### src/rtl/car_motion_ctrl_if.sv
// Frame-tick request, player input levels and per-frame motion results for one car.
interface car_motion_ctrl_if #(
  parameter int DECIMAL_WIDTH = 6,
  parameter int ANG_WIDTH     = 8
);
  logic                            i_frame_tick;
  logic                            i_left;
  logic                            i_right;
  logic                            i_throttle;
  logic                            i_brake;
  logic [ANG_WIDTH:0]              o_angle;
  logic [DECIMAL_WIDTH+1:0]        o_speed;
  logic signed [DECIMAL_WIDTH+2:0] o_v_x;
  logic signed [DECIMAL_WIDTH+2:0] o_v_y;
  logic                            o_valid;
  logic                            o_busy;
  logic                            o_drop;

  modport master (
    output i_frame_tick, i_left, i_right, i_throttle, i_brake,
    input  o_angle, o_speed, o_v_x, o_v_y, o_valid, o_busy, o_drop
  );

  modport slave (
    input  i_frame_tick, i_left, i_right, i_throttle, i_brake,
    output o_angle, o_speed, o_v_x, o_v_y, o_valid, o_busy, o_drop
  );
endinterface

### src/rtl/car_motion_ctrl.sv
// Per-frame player motion: steer and pedal update, then project speed onto heading
// with one shared signed multiplier to produce the Q.6 velocity vector.
//
//   state  | meaning
//   IDLE   | waiting for a frame tick; inputs latched on acceptance
//   STEER  | heading index, turn counter and speed updated
//   MUL_X  | px = speed * cos(idx) registered
//   MUL_Y  | py = speed * sin(idx) registered
//   COMMIT | rounded velocity, angle and speed published, o_valid pulsed
module car_motion_ctrl #(
  parameter int DECIMAL_WIDTH = 6,
  parameter int ANG_WIDTH     = 8,
  parameter int INIT_DIR      = 0,
  parameter int TURN_DIV      = 4,
  parameter int V_MAX         = 96,
  parameter int ACCEL         = 2,
  parameter int DECEL         = 1,
  parameter int BRAKE         = 4
) (
  input logic           i_render_clk,
  input logic           i_rst,
  car_motion_ctrl_if.slave bus
);

  localparam int SW = 2 + DECIMAL_WIDTH;
  localparam int VW = 3 + DECIMAL_WIDTH;
  localparam int AW = ANG_WIDTH + 1;
  localparam int CW = 8;
  localparam int PW = SW + 1 + CW;
  localparam int TW = (TURN_DIV > 1) ? $clog2(TURN_DIV) : 1;

  localparam logic [4:0]           IDX_INIT   = 5'(INIT_DIR);
  localparam logic [4:0]           IDX_LAST   = 5'd23;
  localparam logic [TW-1:0]        TCNT_LAST  = TW'(TURN_DIV - 1);
  localparam logic [SW-1:0]        VMAX_S     = SW'(V_MAX);
  localparam logic [SW-1:0]        ACCEL_S    = SW'(ACCEL);
  localparam logic [SW-1:0]        DECEL_S    = SW'(DECEL);
  localparam logic [SW-1:0]        BRAKE_S    = SW'(BRAKE);
  localparam logic [AW-1:0]        ANGLE_INIT = AW'(INIT_DIR * 15);
  localparam logic signed [PW-1:0] HALF       = PW'(2 ** (DECIMAL_WIDTH - 1));

  typedef enum logic [2:0] {
    IDLE,
    STEER,
    MUL_X,
    MUL_Y,
    COMMIT
  } state_t;

  state_t state, state_nxt;

  logic                 lat_left, lat_right, lat_throttle, lat_brake;
  logic [4:0]           idx, idx_nxt;
  logic [TW-1:0]        tcnt, tcnt_nxt;
  logic [SW-1:0]        speed, speed_nxt;
  logic signed [PW-1:0] px, py, prod;
  logic signed [PW-1:0] rx, ry;
  logic signed [CW-1:0] coef;
  logic [5:0]           sin_sum;
  logic [4:0]           sin_idx;
  logic [SW:0]          spd_up;

  logic [AW-1:0]        angle_q;
  logic [SW-1:0]        speed_q;
  logic signed [VW-1:0] vx_q, vy_q;
  logic                 valid_q, drop_q;

  // Q.6 cosine for the first quadrant, 15 degree steps.
  function automatic logic signed [CW-1:0] cos_base(input logic [2:0] k);
    logic signed [CW-1:0] r;
    case (k)
      3'd0:    r = 8'sd64;
      3'd1:    r = 8'sd62;
      3'd2:    r = 8'sd55;
      3'd3:    r = 8'sd45;
      3'd4:    r = 8'sd32;
      3'd5:    r = 8'sd17;
      default: r = 8'sd0;
    endcase
    return r;
  endfunction

  function automatic logic signed [CW-1:0] cos_q6(input logic [4:0] i);
    logic signed [CW-1:0] r;
    if (i <= 5'd6)       r = cos_base(i[2:0]);
    else if (i <= 5'd12) r = -cos_base(3'(5'd12 - i));
    else if (i <= 5'd18) r = -cos_base(3'(i - 5'd12));
    else                 r = cos_base(3'(5'd24 - i));
    return r;
  endfunction

  always_ff @(posedge i_render_clk or posedge i_rst) begin
    if (i_rst) state <= IDLE;
    else       state <= state_nxt;
  end

  always_comb begin
    state_nxt = state;
    case (state)
      IDLE:    if (bus.i_frame_tick) state_nxt = STEER;
      STEER:   state_nxt = MUL_X;
      MUL_X:   state_nxt = MUL_Y;
      MUL_Y:   state_nxt = COMMIT;
      COMMIT:  state_nxt = IDLE;
      default: state_nxt = IDLE;
    endcase
  end

  // Heading, turn-rate counter and speed for the STEER step.
  always_comb begin
    idx_nxt   = idx;
    tcnt_nxt  = '0;
    speed_nxt = speed;
    spd_up    = {1'b0, speed} + {1'b0, ACCEL_S};
    if (lat_left ^ lat_right) begin
      tcnt_nxt = (tcnt == TCNT_LAST) ? '0 : tcnt + 1'b1;
      if (tcnt == '0) begin
        if (lat_left) idx_nxt = (idx == IDX_LAST) ? 5'd0 : idx + 5'd1;
        else          idx_nxt = (idx == 5'd0) ? IDX_LAST : idx - 5'd1;
      end
    end
    if (lat_brake)
      speed_nxt = (speed >= BRAKE_S) ? speed - BRAKE_S : '0;
    else if (lat_throttle)
      speed_nxt = (spd_up > {1'b0, VMAX_S}) ? VMAX_S : spd_up[SW-1:0];
    else
      speed_nxt = (speed >= DECEL_S) ? speed - DECEL_S : '0;
  end

  // sin(idx) = cos(idx - 6 mod 24) = cos(idx + 18 mod 24)
  assign sin_sum = {1'b0, idx} + 6'd18;
  assign sin_idx = (sin_sum >= 6'd24) ? 5'(sin_sum - 6'd24) : sin_sum[4:0];
  assign coef    = cos_q6((state == MUL_X) ? idx : sin_idx);
  assign prod    = $signed({1'b0, speed}) * coef;

  // Round half toward +inf; the slice is the arithmetic shift right by DECIMAL_WIDTH.
  assign rx = px + HALF;
  assign ry = py + HALF;

  always_ff @(posedge i_render_clk or posedge i_rst) begin
    if (i_rst) begin
      lat_left     <= 1'b0;
      lat_right    <= 1'b0;
      lat_throttle <= 1'b0;
      lat_brake    <= 1'b0;
      idx          <= IDX_INIT;
      tcnt         <= '0;
      speed        <= '0;
      px           <= '0;
      py           <= '0;
      angle_q      <= ANGLE_INIT;
      speed_q      <= '0;
      vx_q         <= '0;
      vy_q         <= '0;
      valid_q      <= 1'b0;
      drop_q       <= 1'b0;
    end else begin
      drop_q  <= bus.i_frame_tick && (state != IDLE);
      valid_q <= 1'b0;
      case (state)
        IDLE: begin
          if (bus.i_frame_tick) begin
            lat_left     <= bus.i_left;
            lat_right    <= bus.i_right;
            lat_throttle <= bus.i_throttle;
            lat_brake    <= bus.i_brake;
          end
        end
        STEER: begin
          idx   <= idx_nxt;
          tcnt  <= tcnt_nxt;
          speed <= speed_nxt;
        end
        MUL_X: px <= prod;
        MUL_Y: py <= prod;
        COMMIT: begin
          angle_q <= AW'(idx) * AW'(15);
          speed_q <= speed;
          vx_q    <= rx[DECIMAL_WIDTH +: VW];
          vy_q    <= ry[DECIMAL_WIDTH +: VW];
          valid_q <= 1'b1;
        end
        default: ;
      endcase
    end
  end

  assign bus.o_angle = angle_q;
  assign bus.o_speed = speed_q;
  assign bus.o_v_x   = vx_q;
  assign bus.o_v_y   = vy_q;
  assign bus.o_valid = valid_q;
  assign bus.o_busy  = (state != IDLE);
  assign bus.o_drop  = drop_q;

endmodule
### src/flat_wrapper.sv
// flat-port wrapper written by rule: the top's interface ports become plain ports
module car_motion_ctrl_flat 
#(
  parameter int DECIMAL_WIDTH = 6,
  parameter int ANG_WIDTH     = 8,
  parameter int INIT_DIR      = 0,
  parameter int TURN_DIV      = 4,
  parameter int V_MAX         = 96,
  parameter int ACCEL         = 2,
  parameter int DECEL         = 1,
  parameter int BRAKE         = 4
)
  (i_render_clk, i_rst, bus_i_frame_tick, bus_i_left, bus_i_right, bus_i_throttle, bus_i_brake, bus_o_angle, bus_o_speed, bus_o_v_x, bus_o_v_y, bus_o_valid, bus_o_busy, bus_o_drop);
  car_motion_ctrl_if #(.DECIMAL_WIDTH(DECIMAL_WIDTH), .ANG_WIDTH(ANG_WIDTH)) bus_i ();
  input logic i_render_clk;
  input logic i_rst;
  input wire logic [$bits(bus_i.i_frame_tick)-1:0] bus_i_frame_tick;
  input wire logic [$bits(bus_i.i_left)-1:0] bus_i_left;
  input wire logic [$bits(bus_i.i_right)-1:0] bus_i_right;
  input wire logic [$bits(bus_i.i_throttle)-1:0] bus_i_throttle;
  input wire logic [$bits(bus_i.i_brake)-1:0] bus_i_brake;
  output wire logic [$bits(bus_i.o_angle)-1:0] bus_o_angle;
  output wire logic [$bits(bus_i.o_speed)-1:0] bus_o_speed;
  output wire logic [$bits(bus_i.o_v_x)-1:0] bus_o_v_x;
  output wire logic [$bits(bus_i.o_v_y)-1:0] bus_o_v_y;
  output wire logic [$bits(bus_i.o_valid)-1:0] bus_o_valid;
  output wire logic [$bits(bus_i.o_busy)-1:0] bus_o_busy;
  output wire logic [$bits(bus_i.o_drop)-1:0] bus_o_drop;
  assign bus_i.i_frame_tick = bus_i_frame_tick;
  assign bus_i.i_left = bus_i_left;
  assign bus_i.i_right = bus_i_right;
  assign bus_i.i_throttle = bus_i_throttle;
  assign bus_i.i_brake = bus_i_brake;
  assign bus_o_angle = bus_i.o_angle;
  assign bus_o_speed = bus_i.o_speed;
  assign bus_o_v_x = bus_i.o_v_x;
  assign bus_o_v_y = bus_i.o_v_y;
  assign bus_o_valid = bus_i.o_valid;
  assign bus_o_busy = bus_i.o_busy;
  assign bus_o_drop = bus_i.o_drop;
  car_motion_ctrl #(.DECIMAL_WIDTH(DECIMAL_WIDTH), .ANG_WIDTH(ANG_WIDTH), .INIT_DIR(INIT_DIR), .TURN_DIV(TURN_DIV), .V_MAX(V_MAX), .ACCEL(ACCEL), .DECEL(DECEL), .BRAKE(BRAKE)) u_core (.i_render_clk(i_render_clk), .i_rst(i_rst), .bus(bus_i));
endmodule
### config.mk
export PLATFORM = sky130hd
export DESIGN_NAME = car_motion_ctrl_flat
export DESIGN_NICKNAME = d
export VERILOG_FILES = /design/src/rtl/car_motion_ctrl_if.sv /design/src/rtl/car_motion_ctrl.sv /design/src/flat_wrapper.sv
export SDC_FILE = /design/constraint.sdc
export NUM_CORES = 1
export LEC_CHECK = 0
export ABC_AREA = 1
export CORE_UTILIZATION = 40
export CTS_BUF_LIST = sky130_fd_sc_hd__clkbuf_8
export CTS_CLUSTER_DIAMETER = 200
export DETAILED_ROUTE_END_ITERATION = 16
export PLACE_DENSITY = 0.57
export REMOVE_ABC_BUFFERS = 1
export SYNTH_ARGS = -nofsm -noshare
export SYNTH_HDL_FRONTEND = slang
export SYNTH_SLANG_ARGS = --single-unit
### constraint.sdc
create_clock -name i_render_clk -period 7.1 [get_ports i_render_clk]
set_input_delay 1.42 -clock i_render_clk [delete_from_list [all_inputs] [get_ports i_render_clk]]
set_output_delay 1.42 -clock i_render_clk [all_outputs]
set_load 0.05 [all_outputs]
==> results by group <==
STA
  • Final Setup Violations: 0
  • Tmin final: around 6.7 ns
  • Max_slew headroom: 22.5%
  • Endpoints failing hold: 0
  • Fin. max-slew vios: 0
  • Post-Route Skew: 0.0136 ns
  • Setup TNS: 0 ns
  • PnR worst setup slack: 0.440 ns
  • Final period utilization: approximately 94%
  • Worst Tran Pin Value: 1.15 ns
  • Max Freq: 0.150 GHz

Route
  • DRC viols: 0
  • Final ANT Viol Nets: 0
  • DRT Pass-1 Iters: 7
  • Wire per inst: 14.1 um
  • Via Count: around 6,100
  • Via density: a little under 5
  • Final WL: 17,500 um
  • DRT iter0 DRCs: 386

Clocking
  • Clk Latency, worst-skew pair: 0.37 ns
  • CTS tree: built
  • Clock sink total: between 70 and 80
  • CTS root buffer: clkbuf_8
  • Hold buffer count at cts: 0
  • Clock-pin slew on the worst setup and hold paths: 0.09 ns
  • Htree depth: 3
  • CTS buffer count: 9
  • Clock tree buffer depth: 2

Global route
  • Gr ovfl total: 0
  • Number of global-route vias before repair: 5,973
  • Initial antenna violation count: 0
  • Largest net degree at the start of global routing: 80
  • Global-route wire length before repair: 29,700 um
  • GRT Overall Usage: roughly 19%

Die
  • Boundary pin count: 45
  • Initial Utilization: 41.3%
  • Number of core rows: 49
  • DIE AREA: 19,300 sq um
  • Core area: 18,100 sq um
  • Die Span Y: 139 um
  • Die width: 139 um

Critical path
  • Crit Path Max Fanout: 7
  • CP Launch Type: flop
  • CP Data Required Time: between 7 and 8 ns
  • Crit-path most repeated cell: nand2_1
  • Crit Path Category: flop to flop
  • Critical path arrival: 6.90 ns
  • Slowest CP cell: fa_1
  • CP max stage delay: around 0.54 ns
  • Worst Path Buf+Inv: 5
  • Kind of cell adding the most delay to the critical path: adder cells
  • CP endpoint kind: flop

Cells and area
  • Post-Layout Cell Count: ~1,200
  • Layout cell share with drive strength beyond 1: 9.42%
  • Final #Nets: 1,132
  • Multi-input gate area: 4900 sq um
  • Diode count: 0
  • Fillers: approximately 1,800
  • Reg area: ~2000 sq um
  • Syn-to-layout area delta: 13.5%

Logic synthesis
  • Post-Synthesis Cell Area: 7500 sq um
  • Top post-synthesis cells by count: nand2_1 (195), inv_1 (130), dfrtp_1 (79), ha_1 (78), nor2_1 (68)
  • Post-synth EDFFs: 0
  • Post-synth ARST share: 100%
  • Distinct cell type count after synthesis: between 50 and 60
  • Syn_area_per_cell: 7.88 sq um
  • Yosys reg bits: between 70 and 80
  • Register area share after synthesis: 26.3%
  • Most frequent cell after synthesis: nand2_1
  • Post-synth top area cell: dfrtp_1
  • Mapped Cells: approximately 950
  • Synth top area share: 26.3%
  • Ys flop type: dfrtp_1
  • Synth warnings: 0
  • Synth area leaders: dfrtp_1 (26%), ha_1 (13%), fa_1 (11%)

Place
  • Placed Cells: 1,214
  • DP HPWL: 13,400 um
  • Pre-CTS setup slack: 0.157 ns
  • IO Port Bufs: 44
  • Placer congestion estimate: 0.902

Min path
  • Worst min path class: flop to flop

Outcome
  • Status: completed

Flow run
  • Number of max-cap violations: 0
## cells in the final DEF, fill, tap and decap left out, types with 5 or more instances in the layout
cell,instances
fa_1,43
nand3_1,53
clkdlybuf4s50_1,44
inv_1,129
xnor2_1,10
o211ai_1,5
o21ai_0,66
nand3_2,5
a21oi_1,49
o21ai_2,5
clkbuf_8,10
and2_1,7
dfrtp_1,79
o31ai_1,5
inv_2,12
ha_1,77
nor2_1,67
buf_4,21
nor3_1,12
o22ai_1,6
xor2_1,33
nand4_1,5
nand2_1,195
nand2_2,12
## metrics by stage
step | util (%) | instance area (sq um) | hold slack, ns
3_5_place_dp | 45.2 | 8210 | 0.464
5_1_grt | 46.9 | 8510 | 0.508
4_1_cts | 46.4 | 8410 | 0.486
2_1_floorplan | - | 7390 | 0.453
3_3_place_gp | 45.2 | 8210 | 0.454
6_report | 46.9 | 8510 | 0.478
## per-layer routing
metal / global-route usage, % / up-vias / part of all wire (%)
met3: 3.00 / 16 / 3.3
met5: 0 / - / 0
met2: 30.8 / 101 / 45
met1: 26.7 / 2838 / 50
li1: - / 3170 / -
met4: 6.20 / 0 / 1.8
## what timing repair did
action                                  in CTS  in global routing
endpoints found under the setup margin       0                 12
gates resized for setup                      0                  8
setup buffers                                0                  8
## registers in the layout, summed over array words and instances, names as in the netlist
register             cells
u_core.bus.o_v_x         9
u_core.lat_right         1
u_core.bus.o_v_y         9
u_core.lat_throttle      1
u_core.lat_brake         1
u_core.lat_left          1
u_core.bus.o_angle       9
u_core.bus.o_drop        1
u_core.state             3
u_core.bus.o_speed       8
u_core.px               10
u_core.bus.o_valid       1
u_core.py               10
u_core.speed             8
u_core.idx               5
u_core.tcnt              2
## final timing paths
path	from	to	slack [ns]	depth (start not counted)
worst max-delay path	u_core.state[2]	u_core.px[12]	0.44	34
max in group asynchronous	i_rst	u_core.speed[3]	4.72	3
worst min-delay path	u_core.bus.o_angle[3]	u_core.bus.o_angle[3]	0.48	2
worst min register to register	u_core.bus.o_angle[3]	u_core.bus.o_angle[3]	0.48	2
min in group asynchronous	i_rst	u_core.bus.o_angle[6]	1.71	3
worst max register to register	u_core.state[2]	u_core.px[12]	0.44	34
## tightest hold or removal path, cell delays in order (launching register included)
cell and delay [ns]:
dfrtp_1 0.35, nand2_1 0.05, nand2_1 0.05
## area by class of cell
type / count / area share, %
clock buffer: 10 / 1.62
tap: 229 / 3.37
timing repair buffer: 65 / 7.02
clock inverter: 5 / 0.749
inverter: 146 / 6.51
multi-input combinational: 703 / 57.5
sequential: 79 / 23.2
## kinds of logic after synthesis
| logic type | share of synthesized area (%) |
|---|---|
| DFF | 26.3 |
| AOI/OAI and AO/OA | 13.0 |
| xor gates and xnor gates | 5.02 |
| buffers and inverters | 8.94 |
| and+or+nand+nor | 21.8 |
| adders and majority gates | 24.5 |
| muxes | 0.434 |
Power is not shown: default switching activity piles up to over one toggle a cycle in this logic, so the estimate is an artifact.
